**src/rtl/neo_refresh_sequencer.sv**
```systemverilog
// -----------------------------------------------------------------------------
// neo_refresh_sequencer
//
// Captures R/G/B byte triples from the HID receiver and presents stable colour
// words to the WS2812B controller. A frame request (start_n low pulse) is
// issued only when a new colour has been captured or, if enabled, when the
// periodic refresh timer expires. Frames are spaced so that a new request can
// never interrupt a frame that is still being shifted out or latched.
//
// Optional build macro: NEO_FADE_EN
//   Defined   : each LOAD moves every displayed channel one step toward the
//               target; the sequencer keeps requesting frames until the
//               displayed colour reaches the target.
//   Undefined : each LOAD copies the target directly.
//
// Ports
//   clk         in   system clock
//   rst_n       in   asynchronous active-low reset
//   data_valid  in   receiver valid flag; only its rising edge is used
//   data_byte1  in   red byte
//   data_byte2  in   green byte
//   data_byte3  in   blue byte
//   rgb_data_0  out  LED0 colour {R, G, B}
//   rgb_data_1  out  LED1 colour {R, G, B}
//   start_n     out  active-low frame request
//   busy        out  high whenever the FSM is not idle
// -----------------------------------------------------------------------------
module neo_refresh_sequencer #(
    parameter int unsigned SYS_FREQ         = 12_090_000,
    parameter int unsigned START_LOW_CYCLES = 4,
    parameter int unsigned FRAME_CYCLES     = 1400,
    parameter int unsigned REFRESH_CYCLES   = 0,
    parameter int unsigned MIRROR           = 1
) (
    input  logic        clk,
    input  logic        rst_n,
    input  logic        data_valid,
    input  logic [7:0]  data_byte1,
    input  logic [7:0]  data_byte2,
    input  logic [7:0]  data_byte3,
    output logic [23:0] rgb_data_0,
    output logic [23:0] rgb_data_1,
    output logic        start_n,
    output logic        busy
);

    // state  | meaning
    // IDLE   | waiting for a captured colour or refresh timer expiry
    // LOAD   | one cycle: update displayed colours, consume pending
    // START  | start_n held low for START_LOW_CYCLES cycles
    // HOLD   | start_n high for FRAME_CYCLES cycles while the frame completes
    localparam logic [1:0] S_IDLE  = 2'd0;
    localparam logic [1:0] S_LOAD  = 2'd1;
    localparam logic [1:0] S_START = 2'd2;
    localparam logic [1:0] S_HOLD  = 2'd3;

    localparam logic [7:0]  START_LOAD   = 8'(START_LOW_CYCLES - 1);
    localparam logic [15:0] FRAME_LOAD   = 16'(FRAME_CYCLES - 1);
    localparam bit          REFRESH_EN   = (REFRESH_CYCLES != 0);
    localparam logic [23:0] REFRESH_LAST = REFRESH_EN ? 24'(REFRESH_CYCLES - 1) : 24'd0;

    if (SYS_FREQ == 0 || START_LOW_CYCLES < 1 || START_LOW_CYCLES > 255 ||
        FRAME_CYCLES < 2 || FRAME_CYCLES > 65535 ||
        REFRESH_CYCLES > 32'h00FF_FFFF || MIRROR > 1) begin : g_bad_params
        $error("neo_refresh_sequencer: parameter out of range");
    end

    logic [1:0]  state_q,       state_d;
    logic        dv_q;
    logic        pending_q,     pending_d;
    logic [23:0] target_q,      target_d;
    logic [23:0] rgb0_q,        rgb0_d;
    logic [23:0] rgb1_q,        rgb1_d;
    logic [7:0]  start_cnt_q,   start_cnt_d;
    logic [15:0] frame_cnt_q,   frame_cnt_d;
    logic [23:0] refresh_cnt_q, refresh_cnt_d;

    logic cap_edge;
    logic refresh_hit;

    assign cap_edge    = data_valid & ~dv_q;
    assign refresh_hit = REFRESH_EN && (refresh_cnt_q == REFRESH_LAST);

`ifdef NEO_FADE_EN
    // Set by a capture, cleared by the next LOAD: marks the first fade step
    // of a new target so the two-LED history chain shifts only once.
    logic        new_tgt_q, new_tgt_d;
    logic [23:0] rgb_step;

    function automatic logic [7:0] fade_ch(input logic [7:0] cur, input logic [7:0] tgt);
        if (cur < tgt)      fade_ch = cur + 8'd1;
        else if (cur > tgt) fade_ch = cur - 8'd1;
        else                fade_ch = cur;
    endfunction

    assign rgb_step = {fade_ch(rgb0_q[23:16], target_q[23:16]),
                       fade_ch(rgb0_q[15:8],  target_q[15:8]),
                       fade_ch(rgb0_q[7:0],   target_q[7:0])};
`endif

    always_comb begin
        state_d       = state_q;
        pending_d     = pending_q;
        target_d      = target_q;
        rgb0_d        = rgb0_q;
        rgb1_d        = rgb1_q;
        start_cnt_d   = start_cnt_q;
        frame_cnt_d   = frame_cnt_q;
        refresh_cnt_d = refresh_cnt_q;
`ifdef NEO_FADE_EN
        new_tgt_d     = new_tgt_q;
`endif

        case (state_q)
            S_IDLE: begin
                // A capture in this very cycle also triggers LOAD so the new
                // colour is loaded one cycle after its valid edge.
                if (pending_q || cap_edge || refresh_hit) begin
                    state_d       = S_LOAD;
                    refresh_cnt_d = 24'd0;
                end else if (REFRESH_EN && (refresh_cnt_q != REFRESH_LAST)) begin
                    refresh_cnt_d = refresh_cnt_q + 24'd1;
                end
            end
            S_LOAD: begin
                pending_d = 1'b0;
`ifdef NEO_FADE_EN
                rgb0_d = rgb_step;
                if (rgb_step != target_q) pending_d = 1'b1;
                if (MIRROR != 0)   rgb1_d = rgb_step;
                else if (new_tgt_q) rgb1_d = rgb0_q;
                new_tgt_d = 1'b0;
`else
                rgb0_d = target_q;
                if (MIRROR != 0)   rgb1_d = target_q;
                else if (pending_q) rgb1_d = rgb0_q;   // refresh-only loads keep history
`endif
                start_cnt_d = START_LOAD;
                state_d     = S_START;
            end
            S_START: begin
                if (start_cnt_q == 8'd0) begin
                    frame_cnt_d = FRAME_LOAD;
                    state_d     = S_HOLD;
                end else begin
                    start_cnt_d = start_cnt_q - 8'd1;
                end
            end
            default: begin
                if (frame_cnt_q == 16'd0) begin
                    state_d = S_IDLE;
                end else begin
                    frame_cnt_d = frame_cnt_q - 16'd1;
                end
            end
        endcase

        // Captures win over the LOAD clear, so a colour arriving during LOAD
        // still gets its own frame.
        if (cap_edge) begin
            target_d  = {data_byte1, data_byte2, data_byte3};
            pending_d = 1'b1;
`ifdef NEO_FADE_EN
            new_tgt_d = 1'b1;
`endif
        end
    end

    always_ff @(posedge clk or negedge rst_n) begin
        if (!rst_n) begin
            state_q       <= S_IDLE;
            dv_q          <= 1'b0;
            pending_q     <= 1'b0;
            target_q      <= 24'd0;
            rgb0_q        <= 24'd0;
            rgb1_q        <= 24'd0;
            start_cnt_q   <= 8'd0;
            frame_cnt_q   <= 16'd0;
            refresh_cnt_q <= 24'd0;
`ifdef NEO_FADE_EN
            new_tgt_q     <= 1'b0;
`endif
        end else begin
            state_q       <= state_d;
            dv_q          <= data_valid;
            pending_q     <= pending_d;
            target_q      <= target_d;
            rgb0_q        <= rgb0_d;
            rgb1_q        <= rgb1_d;
            start_cnt_q   <= start_cnt_d;
            frame_cnt_q   <= frame_cnt_d;
            refresh_cnt_q <= refresh_cnt_d;
`ifdef NEO_FADE_EN
            new_tgt_q     <= new_tgt_d;
`endif
        end
    end

    // Decoded from state so reset releases start_n asynchronously.
    assign start_n    = (state_q != S_START);
    assign busy       = (state_q != S_IDLE);
    assign rgb_data_0 = rgb0_q;
    assign rgb_data_1 = rgb1_q;

endmodule

```
**config.mk**
```make
export PLATFORM = sky130hd
export DESIGN_NAME = neo_refresh_sequencer
export DESIGN_NICKNAME = d
export VERILOG_FILES = /design/src/rtl/neo_refresh_sequencer.sv
export SDC_FILE = /design/constraint.sdc
export NUM_CORES = 1
export LEC_CHECK = 0
export ABC_CLOCK_PERIOD_IN_PS = 4500
export CAP_MARGIN = 40
export CORE_MARGIN = 2
export CORE_UTILIZATION = 54
export CTS_BUF_LIST = sky130_fd_sc_hd__clkbuf_16
export DETAILED_ROUTE_END_ITERATION = 8
export PLACE_DENSITY = 0.85
export SLEW_MARGIN = 0
export SYNTH_ARGS = -nofsm -noshare
export SYNTH_HDL_FRONTEND = slang
export SYNTH_SLANG_ARGS = --single-unit
```
**constraint.sdc**
```tcl
create_clock -name clk -period 4.5 [get_ports clk]
set_input_delay 0.45 -clock clk [delete_from_list [all_inputs] [get_ports clk]]
set_output_delay 0.45 -clock clk [all_outputs]
set_load 0.02 [all_outputs]
```
==> Word level (Yosys, flattened, before mapping) <==
Cells that the tools add are included.
{ "op_classes": {"bitwise_logic": 3, "shift": 0, "multipliers": 0, "n_reduce_logical": 12, "addsub": 2, "eq_ne": 7, "mux": 11, "div_mod_pow": 0, "n_lt_le_gt_ge": 0} }
{ "op_table": {"columns": ["op", "n"], "rows": [
  ["16-bit 2-to-1 mux", 2],
  ["16-bit case mux with 2 select lines", 1],
  ["16-bit zero test", 1],
  ["8-bit case mux with 2 select lines", 1],
  ["16-bit by 1-bit subtractor with 16-bit output, second input constant", 1],
  ["8-bit zero test", 1],
  ["8-bit 2-to-1 mux", 1],
  ["2-bit inequality test, second input constant", 4],
  ["8-bit by 1-bit subtractor with 8-bit output, second input constant", 1],
  ["2-bit 2-to-1 mux", 3],
  ["2-bit case mux with 3 select lines", 1],
  ["3-bit AND reduction", 2],
  ["2-bit nonzero test", 3],
  ["4-bit nonzero test", 1],
  ["2-bit by 1-bit == test with 1-bit output, second input constant", 1],
  ["2-bit == test, second input constant", 1],
  ["2-bit zero test", 1],
  ["1-bit 2-to-1 mux", 2],
  ["2-bit by 1-bit inequality test with 1-bit output, second input constant", 1],
  ["1-bit NOT", 2],
  ["2-bit AND reduction", 1],
  ["2-bit OR reduction", 1],
  ["1-bit bitwise AND", 1],
  ["1-bit logical OR", 1]
]} }
{ "totals": {"memories": 0, "latchBits": 0, "ramBits": 0, "regBits": 76, "word_cells": 42, "rom_bits": 0} }

==> Depth between registers and ports, before layout <==
{ "depth": {"ltp_word": 5, "mapped_depth": 8} }

==> Least setup slack after synthesis <==
Ideal clock, no wire load.
{ "synth_timing": {"path_kind": "reg-to-reg", "start": "register state_q[0]", "end": "register frame_cnt_q[12]", "period_less_slack_ns": 2.090, "stages_incl_launch_ff": 9, "slack_ns": 2.410, "required_time_ns": 4.376, "n_path_buf": 1, "t_arrival_ns": 1.966, "setup_time_ns": 0.124, "cell_sequence": "dfrtp_1 inv_1 ha_1 buf_2 nor3_4 or3b_4 or4_1 nand3_1 o21ai_1"} }
{ "synth_between": {"elab_chain_cells": 4} }
{ "synth_lines": {"columns": ["element", "line_no", "text"], "rows": [
  ["from (decl)", "68", "logic [1:0] state_q, state_d;"],
  ["from (signal assigned)", "184", "state_q <= state_d;"],
  ["2-bit by 1-bit == test with 1-bit output / 2-bit zero test (equally long branches)", "114", "case (state_q)"],
  ["2-bit OR reduction (no source line)", null, null],
  ["1-bit NOT (no source line)", null, null],
  ["3-bit AND reduction (no source line)", null, null],
  ["to (signal assigned)", "191", "frame_cnt_q <= frame_cnt_d;"],
  ["to (decl)", "75", "logic [15:0] frame_cnt_q, frame_cnt_d;"]
]} }
Several ways; a longest one is shown, not always the timed one.
A chain may end at the register's enable or synchronous reset.

==> Worst setup path after layout <==
{ "layout_timing": {"start": "register state_q[0]", "end": "output port start_n"} }
{ "layout_between": {"elab_chain_cells": 1} }
{ "layout_lines": {"columns": ["element", "line_no", "text"], "rows": [
  ["2-bit inequality test", "200", "assign start_n = (state_q != S_START);"],
  ["to (decl)", "43", "output logic start_n,"]
]} }
No other way between the ends.

==> results.cfg <==
[layout]
antennaDiodeCount = 0
syn_to_final_growth_pct = 28.4
layout-drive-gt1-share = 0.220
nFillCells = 452
layout.nets = 378

[yosys]
dominantRegCellSynth = sky130_fd_sc_hd__dfrtp_1
synth-warning-count = 0
post_synth_inst_count = 287
postSynthNetCount = 320
synthDistinctLibCells = 43
synth_largest_type_area_fraction = 0.544
yosys-top-cells-count = sky130_fd_sc_hd__dfrtp_1 (76), sky130_fd_sc_hd__mux2_2 (49), sky130_fd_sc_hd__buf_4 (24)
synth_seq_cells = 76
asyncSetResetFlopFracSynth = 1.00
netlist.top_cell.by_area = sky130_fd_sc_hd__dfrtp_1
synthesis.area_per_instance_um2 = 12.2
yosysMostFrequentCell = sky130_fd_sc_hd__dfrtp_1
netlist_top_cells_area = sky130_fd_sc_hd__dfrtp_1 (54%), sky130_fd_sc_hd__mux2_2 (16%), sky130_fd_sc_hd__buf_4 (5.2%), sky130_fd_sc_hd__ha_1 (2.1%), sky130_fd_sc_hd__nand2_1 (2.0%)
mappedNetlistArea_um2 = 3500
number_of_enable_type_register_cells_in_the_synthesized_netlist = 0
synth.yosys.seq_area_share = 0.544

[setup_path]
crit_path_max_incr_delay_ns = 0.56
critPathLaunchType = flip-flop
crit_path_max_fanout = 9
setup.worst_path.end_class = output port
timing_worst_setup_path_type = reg -> out
timing.critical_path.required_ns = 4.05
cpMostUsedCell = sky130_fd_sc_hd__inv_1
timing.critical_path.slowest_stage_cell = sky130_fd_sc_hd__clkdlybuf4s50_1
worstPathArrival_ns = 1.90
crit_chain = inv_1 > ha_1 > inv_1 > clkdlybuf4s50_1

[floorplanning]
initial_utilization = 0.554
die_w_um = 84.5
vertical_extent_of_the_die_um = 84.5
design.portCount = 77
floorplan.core_area_um2 = 6310
dieArea_um2 = 7140
fp-row-count = 29

[timing]
final-setup-viol-count = 0
clock.fmax_mhz = 425
final.setup.tns_ns = 0
relSlewSlack = 0.422
finalCritPeriodShare = 0.523
whs_ns = 0.0713
final-hold-violation-count = 0
layout_setup_ws_ns = 2.15
skew_ns = 0.00444
timing.final.max_slew_violations = 0
rsz0062_at_grt = no
worst_slew_pin_slew_ns = 0.845
post_layout_min_period_ns = 2.35

[drt]
viasPerCell = 5.49
firstDrtPassIters = 4
wirelength_um = 7330
dr.first_iter.drc_count = 112
drc = 0
wl_per_cell_um = 17.2
drtAntennaViolNets = 0
routed-via-count = 2346

[grt]
gr-usage-met3 = 0.0472
grt_pass1_wl_um = 12400
globalRouteMet2Util = 0.367
pin_count_of_the_biggest_net_entering_global_routing = 42
grt_antenna_before_repair = 0
groute.layer.met1.usage = 0.290
grt_pass1_vias = 2556
track_usage = 0.224
gr-total-overflow = 0
globalRoute.busiestLayer = met2

[place]
io_buffer_count = 76
place_hpwl_um = 4850
worst_slack_after_detailed_placement_ns = 2.27
gpl.final_weighted_congestion = 0.837

[clock_tree]
cts_setup_buffers = 0
post_cts_resize_count = 0
clk_pin_slew_worst_paths_ns = 0.06
h-tree-depth = 3
hold_buffer_count_at_cts = 0
cts_root_buffer = sky130_fd_sc_hd__clkbuf_16
cts_buffers = 9
clock_sinks = 76
cts_max_path_buffers = 2
clk_latency_ns = 0.33
cts_tree = yes

[power]
power_per_cell_area_nw_per_um2 = 376
p_leak_nw = 1.96
ir_drop_mv = 0.307

[min_path]
hold_path.class = in -> async

[run]
maximum_capacitance_violations = 0

[status]
outcome = completed
==> flip-flops by register name (all words and copies together), names as in the netlist <==
name,flops
target_q,24
pending_q,1
start_cnt_q,8
rgb_data_1,24
state_q,2
frame_cnt_q,16
dv_q,1
==> power breakdown <==
group	internal, mW	switching (mW)	total, mW
clock	0.483	0.286	0.769
sequential	0.727	0.0277	0.755
combinational	0.0925	0.0707	0.163
==> final cells by class <==
class | instances | area, µm² | area share
clock buffer | 9 | 225 | 0.0501
clock inverter | 7 | 90.1 | 0.0201
tap | 77 | 96.3 | 0.0214
multi-input combinational | 168 | 1340 | 0.299
inverter | 11 | 41.3 | 0.00919
timing repair buffer | 79 | 793 | 0.177
sequential | 76 | 1900 | 0.423
==> routing by layer <==
layer / vias to the layer above / share of wire
met5: - / 0
met4: 0 / 0.019
met3: 14 / 0.049
met2: 65 / 0.50
met1: 1177 / 0.43
li1: 1090 / -
==> layout by cell type (no fill, tap or decap), types with 6 or more instances in the layout <==
cell type / instances
sky130_fd_sc_hd__mux2_2: 49
sky130_fd_sc_hd__clkdlybuf4s50_1: 75
sky130_fd_sc_hd__ha_1: 6
sky130_fd_sc_hd__dfrtp_1: 76
sky130_fd_sc_hd__inv_1: 12
sky130_fd_sc_hd__clkbuf_16: 9
sky130_fd_sc_hd__nor2_1: 19
sky130_fd_sc_hd__nand2_1: 19
sky130_fd_sc_hd__xnor2_1: 7
sky130_fd_sc_hd__nor3_1: 8
==> stage by stage <==
step                      std cells  total power, mW  utilization  area (µm²)
after floorplan                 287            0.845            -        3500
after global routing            427             1.75        0.711        4490
final                           427             1.69        0.711        4490
after detailed placement        411            0.927        0.662        4180
after CTS                       427             1.70        0.711        4490
after global placement          410            0.916        0.658        4160
==> cells by family (layout without fill, tap and decap cells) <==
family                     count (synthesis)  count (layout)  share of synthesized area
xor gates and xnor gates                  10              10                     0.0250
DFF                                       76              76                      0.544
AOI/OAI and AO/OA                         21              21                     0.0451
buffers and inverters                     43             106                     0.0726
and+or+nand+nor                           77              77                      0.120
adders and majority gates                  6               6                     0.0215
muxes                                     54              54                      0.172
==> worst max-delay path: cells and delay by family, from the launching register on <==
kind / cells / cell delay [ns]
flops: 1 / 0.39
fa+ha+maj: 1 / 0.36
buf+inv: 3 / 0.82
==> worst paths after layout <==
path / from / endpoint / slack, ns / depth (start not counted)
min in group clk: pending_q / pending_q / 0.48 / 1
hold reg to reg: pending_q / pending_q / 0.48 / 1
max in group asynchronous: rst_n / target_q[15] / 3.86 / 2
setup reg to reg: state_q[0] / frame_cnt_q[12] / 2.26 / 7
hold / removal: rst_n / frame_cnt_q[12] / 0.07 / 1
setup / recovery: state_q[0] / start_n / 2.15 / 4
No activity file was read; power rests on OpenSTA's default activity.
